### src/rtl/cic_pkg.sv
// rtl/cic_pkg.sv - shared state type, ratio codes and ratio helpers for the CIC comb sequencer
package cic_pkg;

  typedef enum logic [1:0] {
    IDLE   = 2'd0,
    FLUSH  = 2'd1,
    SETTLE = 2'd2,
    RUN    = 2'd3
  } cic_state_e;

  localparam logic [2:0] OS_OFF = 3'b000;
  localparam logic [2:0] OS_MIN = 3'b001;
  localparam logic [2:0] OS_MAX = 3'b110;

  // Decimation ratio R = 2^code; 8 bits so code 7 cannot wrap to zero.
  function automatic logic [7:0] os_ratio(input logic [2:0] code);
    return 8'd1 << code;
  endfunction

  function automatic logic os_legal(input logic [2:0] code);
    return (code >= OS_MIN) && (code <= OS_MAX);
  endfunction

endpackage

### src/rtl/cic_dec_cnt.sv
// rtl/cic_dec_cnt.sv - decimation counter producing one registered comb_en per R input samples
module cic_dec_cnt
  import cic_pkg::*;
#(
  parameter int CNTW = 6
) (
  input  logic       clk,
  input  logic       reset_n,
  input  logic       clr,
  input  logic       inc,
  input  logic [2:0] ratio,
  output logic       comb_en
);

  logic [CNTW-1:0] cnt;
  logic [CNTW-1:0] last;

  assign last = CNTW'(os_ratio(ratio) - 8'd1);

  always_ff @(posedge clk or negedge reset_n) begin
    if (!reset_n) begin
      cnt     <= '0;
      comb_en <= 1'b0;
    end else if (clr) begin
      cnt     <= '0;
      comb_en <= 1'b0;
    end else if (inc) begin
      if (cnt == last) begin
        cnt     <= '0;
        comb_en <= 1'b1;
      end else begin
        cnt     <= cnt + CNTW'(1);
        comb_en <= 1'b0;
      end
    end else begin
      comb_en <= 1'b0;
    end
  end

endmodule

### src/rtl/cic_dec_ctrl.sv
// rtl/cic_dec_ctrl.sv - CIC comb chain sequencer: ratio config, flush/settle and output qualification
module cic_dec_ctrl
  import cic_pkg::*;
#(
  parameter int NSTG      = 3,
  parameter int DM        = 1,
  parameter int FLUSH_CYC = 4,
  parameter int CNTW      = 6
) (
  input  logic       clk,
  input  logic       reset_n,
  input  logic       en,
  input  logic       cfg_req,
  input  logic [2:0] cfg_os_sel,
  output logic       cfg_ack,
  output logic       cfg_err,
  input  logic       in_valid,
  output logic [2:0] os_sel,
  output logic       comb_en,
  output logic       out_valid,
  output logic       busy,
  output logic [1:0] state
);

  localparam int SETTLE_N = NSTG * DM;
  localparam int FW       = (FLUSH_CYC > 1) ? $clog2(FLUSH_CYC) : 1;
  localparam int SW       = $clog2(SETTLE_N + 1);

  cic_state_e      state_q;
  cic_state_e      state_d;
  logic [2:0]      ratio_q;
  logic [FW-1:0]   flush_cnt;
  logic [SW-1:0]   settle_cnt;
  logic            cfg_legal;
  logic            flush_done;
  logic            settle_done;
  logic            in_chain;
  logic            next_chain;
  logic            cnt_clr;

  assign cfg_legal   = cfg_req && os_legal(cfg_os_sel);
  assign flush_done  = (flush_cnt == FW'(FLUSH_CYC - 1));
  assign settle_done = comb_en && (settle_cnt == SW'(SETTLE_N - 1));

  always_ff @(posedge clk or negedge reset_n) begin
    if (!reset_n) begin
      state_q <= IDLE;
    end else begin
      state_q <= state_d;
    end
  end

  // Disable wins over everything, then a legal request restarts the flush.
  always_comb begin
    state_d = state_q;
    if (!en) begin
      state_d = IDLE;
    end else if (cfg_legal) begin
      state_d = FLUSH;
    end else begin
      case (state_q)
        IDLE:    if (ratio_q != OS_OFF) state_d = FLUSH;
        FLUSH:   if (flush_done) state_d = SETTLE;
        SETTLE:  if (settle_done) state_d = RUN;
        RUN:     state_d = RUN;
        default: state_d = IDLE;
      endcase
    end
  end

  always_comb begin
    os_sel = OS_OFF;
    busy   = 1'b0;
    case (state_q)
      FLUSH: begin
        busy = 1'b1;
      end
      SETTLE: begin
        busy   = 1'b1;
        os_sel = ratio_q;
      end
      RUN: begin
        os_sel = ratio_q;
      end
      default: begin
        os_sel = OS_OFF;
      end
    endcase
  end

  assign state = state_q;

  always_ff @(posedge clk or negedge reset_n) begin
    if (!reset_n) begin
      flush_cnt <= '0;
    end else if (state_q == FLUSH && state_d == FLUSH && !cfg_legal) begin
      flush_cnt <= flush_cnt + FW'(1);
    end else begin
      flush_cnt <= '0;
    end
  end

  always_ff @(posedge clk or negedge reset_n) begin
    if (!reset_n) begin
      settle_cnt <= '0;
    end else if (state_q == SETTLE && state_d == SETTLE) begin
      settle_cnt <= settle_cnt + SW'(comb_en);
    end else begin
      settle_cnt <= '0;
    end
  end

  // Clearing on the way out keeps a wrap pending at exit from leaking into FLUSH.
  assign in_chain   = (state_q == SETTLE) || (state_q == RUN);
  assign next_chain = (state_d == SETTLE) || (state_d == RUN);
  assign cnt_clr    = !(in_chain && next_chain);

  cic_dec_cnt #(
    .CNTW (CNTW)
  ) u_cnt (
    .clk     (clk),
    .reset_n (reset_n),
    .clr     (cnt_clr),
    .inc     (in_valid),
    .ratio   (ratio_q),
    .comb_en (comb_en)
  );

  always_ff @(posedge clk or negedge reset_n) begin
    if (!reset_n) begin
      ratio_q   <= OS_OFF;
      cfg_ack   <= 1'b0;
      cfg_err   <= 1'b0;
      out_valid <= 1'b0;
    end else begin
      cfg_ack <= cfg_req;
      if (cfg_req) begin
        cfg_err <= !os_legal(cfg_os_sel);
      end
      if (cfg_legal) begin
        ratio_q <= cfg_os_sel;
      end
      out_valid <= comb_en && (state_q == RUN) && en && !cfg_legal;
    end
  end

  a_comb_in_chain: assert property (@(posedge clk) disable iff (!reset_n)
    comb_en |-> (state_q == SETTLE || state_q == RUN));

  a_os_stable_run: assert property (@(posedge clk) disable iff (!reset_n)
    (state_q == RUN && $past(state_q) == RUN) |-> $stable(os_sel));

  a_valid_from_run: assert property (@(posedge clk) disable iff (!reset_n)
    out_valid |-> $past(state_q == RUN));

endmodule

### config.mk
export PLATFORM = sky130hd
export DESIGN_NAME = cic_dec_ctrl
export DESIGN_NICKNAME = d
export VERILOG_FILES = /design/src/rtl/cic_pkg.sv /design/src/rtl/cic_dec_cnt.sv /design/src/rtl/cic_dec_ctrl.sv
export SDC_FILE = /design/constraint.sdc
export NUM_CORES = 1
export LEC_CHECK = 0
export BUFFER_PORTS_ARGS = -buffer_cell sky130_fd_sc_hd__buf_2
export CORE_MARGIN = 2
export CORE_UTILIZATION = 35
export CTS_CLUSTER_DIAMETER = 100
export CTS_CLUSTER_SIZE = 25
export DETAILED_ROUTE_END_ITERATION = 8
export SLEW_MARGIN = 0
export SYNTH_ARGS = -nofsm -noshare
export SYNTH_HDL_FRONTEND = slang
export SYNTH_SLANG_ARGS = --single-unit
### constraint.sdc
create_clock -name clk -period 6.1 [get_ports clk]
set_clock_uncertainty 0.15 [all_clocks]
set_input_delay 0.915 -clock clk [delete_from_list [all_inputs] [get_ports clk]]
set_output_delay 0.915 -clock clk [all_outputs]
set_load 0.005 [all_outputs]
# == Yosys cells after proc, flatten, opt, wreduce, memory -nomap -nowiden ==
# Index checks and enable logic that the tools add are counted.
# word_totals
reg_bits,19
output_inout_bits,10
wordCells,60
# op_classes
addsub,4
magnitude_cmp,2
n_eq_ne,10
shifts,1
muxes,16
n_reduce_logical,18
# op_table
op,count
2-to-1 mux 6 bit,3
2-to-1 mux 2 bit,7
equality test 2 bit (second input constant),6
logical AND 1 bit,10
one-hot mux 2 bit (4 select lines),1
adder 6 x 1 -> 6 bit (second input constant),1
equality test 6 bit,1
left shift 1 x 3 -> 6 bit (first input constant),1
subtractor 6 x 1 -> 6 bit (second input constant),1
equality test 2 x 1 -> 1 bit (second input constant),2
2-to-1 mux 1 bit,4
OR reduction 2 bit,2
>= comparator 3 x 1 -> 1 bit (second input constant),1
less-or-equal comparator 3 bit (second input constant),1
2-to-1 mux 3 bit,1
nonzero test 3 bit,1
adder 2 x 1 -> 2 bit,1
adder 2 x 1 -> 2 bit (second input constant),1
zero test 1 bit,2
zero test 2 bit,1
logical OR 1 bit,2
!= test 2 bit (second input constant),1

# == Longest topological paths before layout ==
# logic_depth
word_depth,10
depth_mapped,9

# == Cells and area by module ==
# A second synthesis with hierarchy kept.
# unflattened
hier_cells,119
area_unflattened_um2,1152.4
# modules_own_cells
mod,instances,cells_each,area_per_inst_um2
cic_dec_ctrl,1,65,669.4
cic_dec_cnt,1,54,483.0

# == Worst setup path before layout ==
# No wires, ideal clock.
# synth_timing
kind,register -> register
startpoint,reg ratio_q[1]
endpoint,reg u_cnt.cnt[2]
setup_ns,0.143
arrival_time_ns,2.415
required_ns,5.807
path_slack_ns,3.393
path_stages_with_launch,10
synth_period_minus_slack_ns,2.707
path_cell_list,dfrtp_1 -> clkbuf_1 -> or3b_2 -> ha_1 -> buf_2 -> xnor2_1 -> nor4_1 -> a311oi_2 -> a2111oi_2 -> nor4_1
# synth_between
elab_chain_len,9
elab_cells_between_ends,16
# synth_lines
element,line,source
"start, declared",cic_dec_ctrl.sv:31,logic [2:0] ratio_q;
"start signal, assigned",cic_dec_ctrl.sv:141,ratio_q <= cfg_os_sel;
"parallel branches: the longest is 9 deep, another holds subtractor 6 x 1 -> 6 bit",-,
"end signal, assigned",cic_dec_cnt.sv:32,cnt <= cnt + CNTW'(1);
"end, declared",cic_dec_cnt.sv:15,logic [CNTW-1:0] cnt;
# Several ways; the timed one is not identified. The select of a mux whose other input is x is not followed.
# A chain may end at the register's enable or synchronous reset.

# == Final worst setup path ==
# layout_timing
startpoint,reg ratio_q[1]
endpoint,reg u_cnt.cnt[5]
# The elaborated chain is that of the path after synthesis.

==> flow_summary.ini <==
[run_status]
status = finished clean

[yosys]
ys_types = 46
synth_area_sq_mm = 0.00128
yosysSeqAreaShare_pct = 37.1
yosys_most_used_dff = dfrtp_1
synthTopCellsByArea = dfrtp_1 (37%), ha_1 (7.8%), nor4_1 (3.9%), inv_1 (2.9%), a21oi_1 (2.7%)
syn_nets = 156
synth-warning-count = 0
synth_cells = 140
syn_avg_cell_area_sq_um = 9.15
synth_top_area_cell = dfrtp_1
synth_edf_count = 0
yosysTopAreaCellShare_pct = 37.1
synth_seq_cells = 19
synthArstFlopShare_pct = 100

[setup_path]
critPathKind = reg2reg
slowest_delay_ps = 550
crit_chain = or3b_2, ha_1, xnor2_1, nor4_1, a311oi_2, a2111oi_2, nor4_1
cp-end-kind = flip-flop
crit_arrival_ps = 2880
cp-start-kind = flip-flop
r2r-end = u_cnt.cnt[5]
crit_required_ps = 6110
path_max_fanout = 15
cpMostUsedCell = nor4_1
rrSetupSlack_ps = 3240
cp_slowest_cell = dfrtp_1
ff2ff_path_depth = 7
rr_startpoint = ratio_q[1]

[power]
powerDensity_mw_per_mm2 = 195
total_power_uw = 276
cellLeakagePower_nw = 0.631
ir_worst_vdd_v = 0.000122

[final_layout]
syn_to_final_growth_pct = 10.4
stdcell_count = 200
layout-drive-gt1-share_pct = 18.8
diodes = 0
finalNetCount = 171
final_cell_mix = dfrtp_1 (19), buf_2 (17), inv_1 (10)
layout_commonest_cell = dfrtp_1

[routing]
ant_nets = 0
drt_iter0_drc = 47
drt-pass1-iter-count = 4
vias = 1076
vias_per_cell = 5.38
wl_per_cell_um = 13.3
drt-total-wl_um = 2670
drc = 0

[clock_tree]
clock_sinks = 19
cts_setup_buffers = 0
h-tree-depth = 1
post_cts_resized = 0
cts_tree = done
clkTransAtPathRegs_ps = 110
cts_buffers = 3
clk_root_buffer_cell = clkbuf_4
insertion_delay_ps = 290
clockBufferDepth = 2
ctsHoldBuffers = 0

[timing]
rsz0062_at_grt = false
hold_viol = 0
fmax_mhz = 349
finalMaxSlewViolations = 0
worst_pin_slew_ps = 514
period_share_pct = 46.9
final-setup-viol-count = 0
max_slew_margin_pct = 65.7
min_period_ps = 2860
whs_ps = 289
setup_tns_ps = 0

[hold_path]
min_from = flush_cnt[0]
worstHoldPathCells = 1
hp-class = reg2reg
min_to = flush_cnt[0]

[global_routing]
gr-usage-all-layers_pct = 14.3
grt_pass1_vias = 1076
grt_pass1_wl_um = 4750
antenna_found_initial = 0
grt_max_degree = 20
grt_overflow_total = 0

[placement]
dp_hpwl_um = 2020
dpl.cell_count = 196
io_buffers = 17
place_congestion = 0.847

[run]
cap_violations = 0

[die]
rows = 21
ios = 18
core_area_sq_mm = 0.00342
initial_core_util_pct = 37.5
die-area_sq_mm = 0.00416
die_y_um = 64.5
die_w_um = 64.5
## kinds of logic after synthesis
group	after synthesis	synth area share, %
adders and majority gates	8	7.81
AOI/OAI and AO/OA	32	18.4
buffers and inverters	17	5.76
and+or+nand+nor	61	28.9
xor gates and xnor gates	3	2.05
DFF	19	37.1
## final cells by class
class	instances	area [sq um]
fillers	363	2000
repair buffers	17	85.1
inverters	10	37.5
well taps	46	57.6
multi-input cells	104	732
clock buffers	4	26.3
flip-flops and latches	19	475
## critical path, delay by kind of cell (launching register included)
| kind | cells | cell delay (ps) |
|---|---|---|
| fa+ha+maj | 1 | 290 |
| compound gates | 2 | 610 |
| simple gates | 3 | 940 |
| flops | 1 | 550 |
| xor+xnor | 1 | 190 |
## synthesized netlist by cell type, types with 2 or more instances
cell type  instances
inv_1             10
nor4b_1            2
nand3b_1           2
or3_1              4
nor3_1             3
nand2_1            5
or3b_1             3
dfrtp_1           19
clkbuf_1           4
and3_1             4
buf_2              2
nor2_1             8
a21oi_1            7
ha_1               8
xor2_1             2
nor4_1             8
nand2b_1           5
a211oi_1           2
o21ai_0            6
nor2b_1            4
nand3_1            5
o22ai_1            2
and2_1             2
## flip-flops by register name, indices dropped and copies added, names as in the netlist
| signal | count |
|---|---|
| u_cnt.cnt | 6 |
| ratio_q | 3 |
| flush_cnt | 2 |
| settle_cnt | 2 |
| state | 2 |
| cfg_ack | 1 |
| cfg_err | 1 |
| out_valid | 1 |
| u_cnt.comb_en | 1 |
## how the worst max path moves through the flow
stage,depth (start not counted),slack [ps],start,to
detailed placement,7,3260,ratio_q[1],u_cnt.cnt[5]
CTS,7,3240,ratio_q[1],u_cnt.cnt[5]
global placement,7,3320,ratio_q[1],u_cnt.cnt[5]
global route,7,2990,ratio_q[1],u_cnt.cnt[5]
finish,7,3240,ratio_q[1],u_cnt.cnt[5]
floorplan,9,3390,ratio_q[1],u_cnt.cnt[2]
## report_power, final
part | switching [mW] | internal [mW] | leakage [nW] | total (mW)
logic | 0.0373 | 0.0298 | 0.363 | 0.0671
clock network | 0.0393 | 0.0254 | 0.0150 | 0.0647
registers | 0.0126 | 0.131 | 0.253 | 0.144
total | 0.0892 | 0.187 | 0.631 | 0.276
## metal layers
layer / vias to the layer above / global-route usage (%) / share of wire (%)
li1: 544 / - / -
met1: 510 / 17.9 / 46
met2: 20 / 25.3 / 50
met3: 2 / 2.26 / 3.1
met4: 0 / 4.26 / 0.52
met5: - / 0 / 0
## through the flow
stage / instance area (sq um) / utilization (%) / setup slack, ps
6_report: 1410 / 41.4 / 3240
3_3_place_gp: 1390 / 40.6 / 3320
2_1_floorplan: 1280 / - / 3390
5_1_grt: 1410 / 41.4 / 2990
3_5_place_dp: 1390 / 40.6 / 3260
4_1_cts: 1410 / 41.4 / 3240
Note: power is estimated with default switching activity, not from simulation.
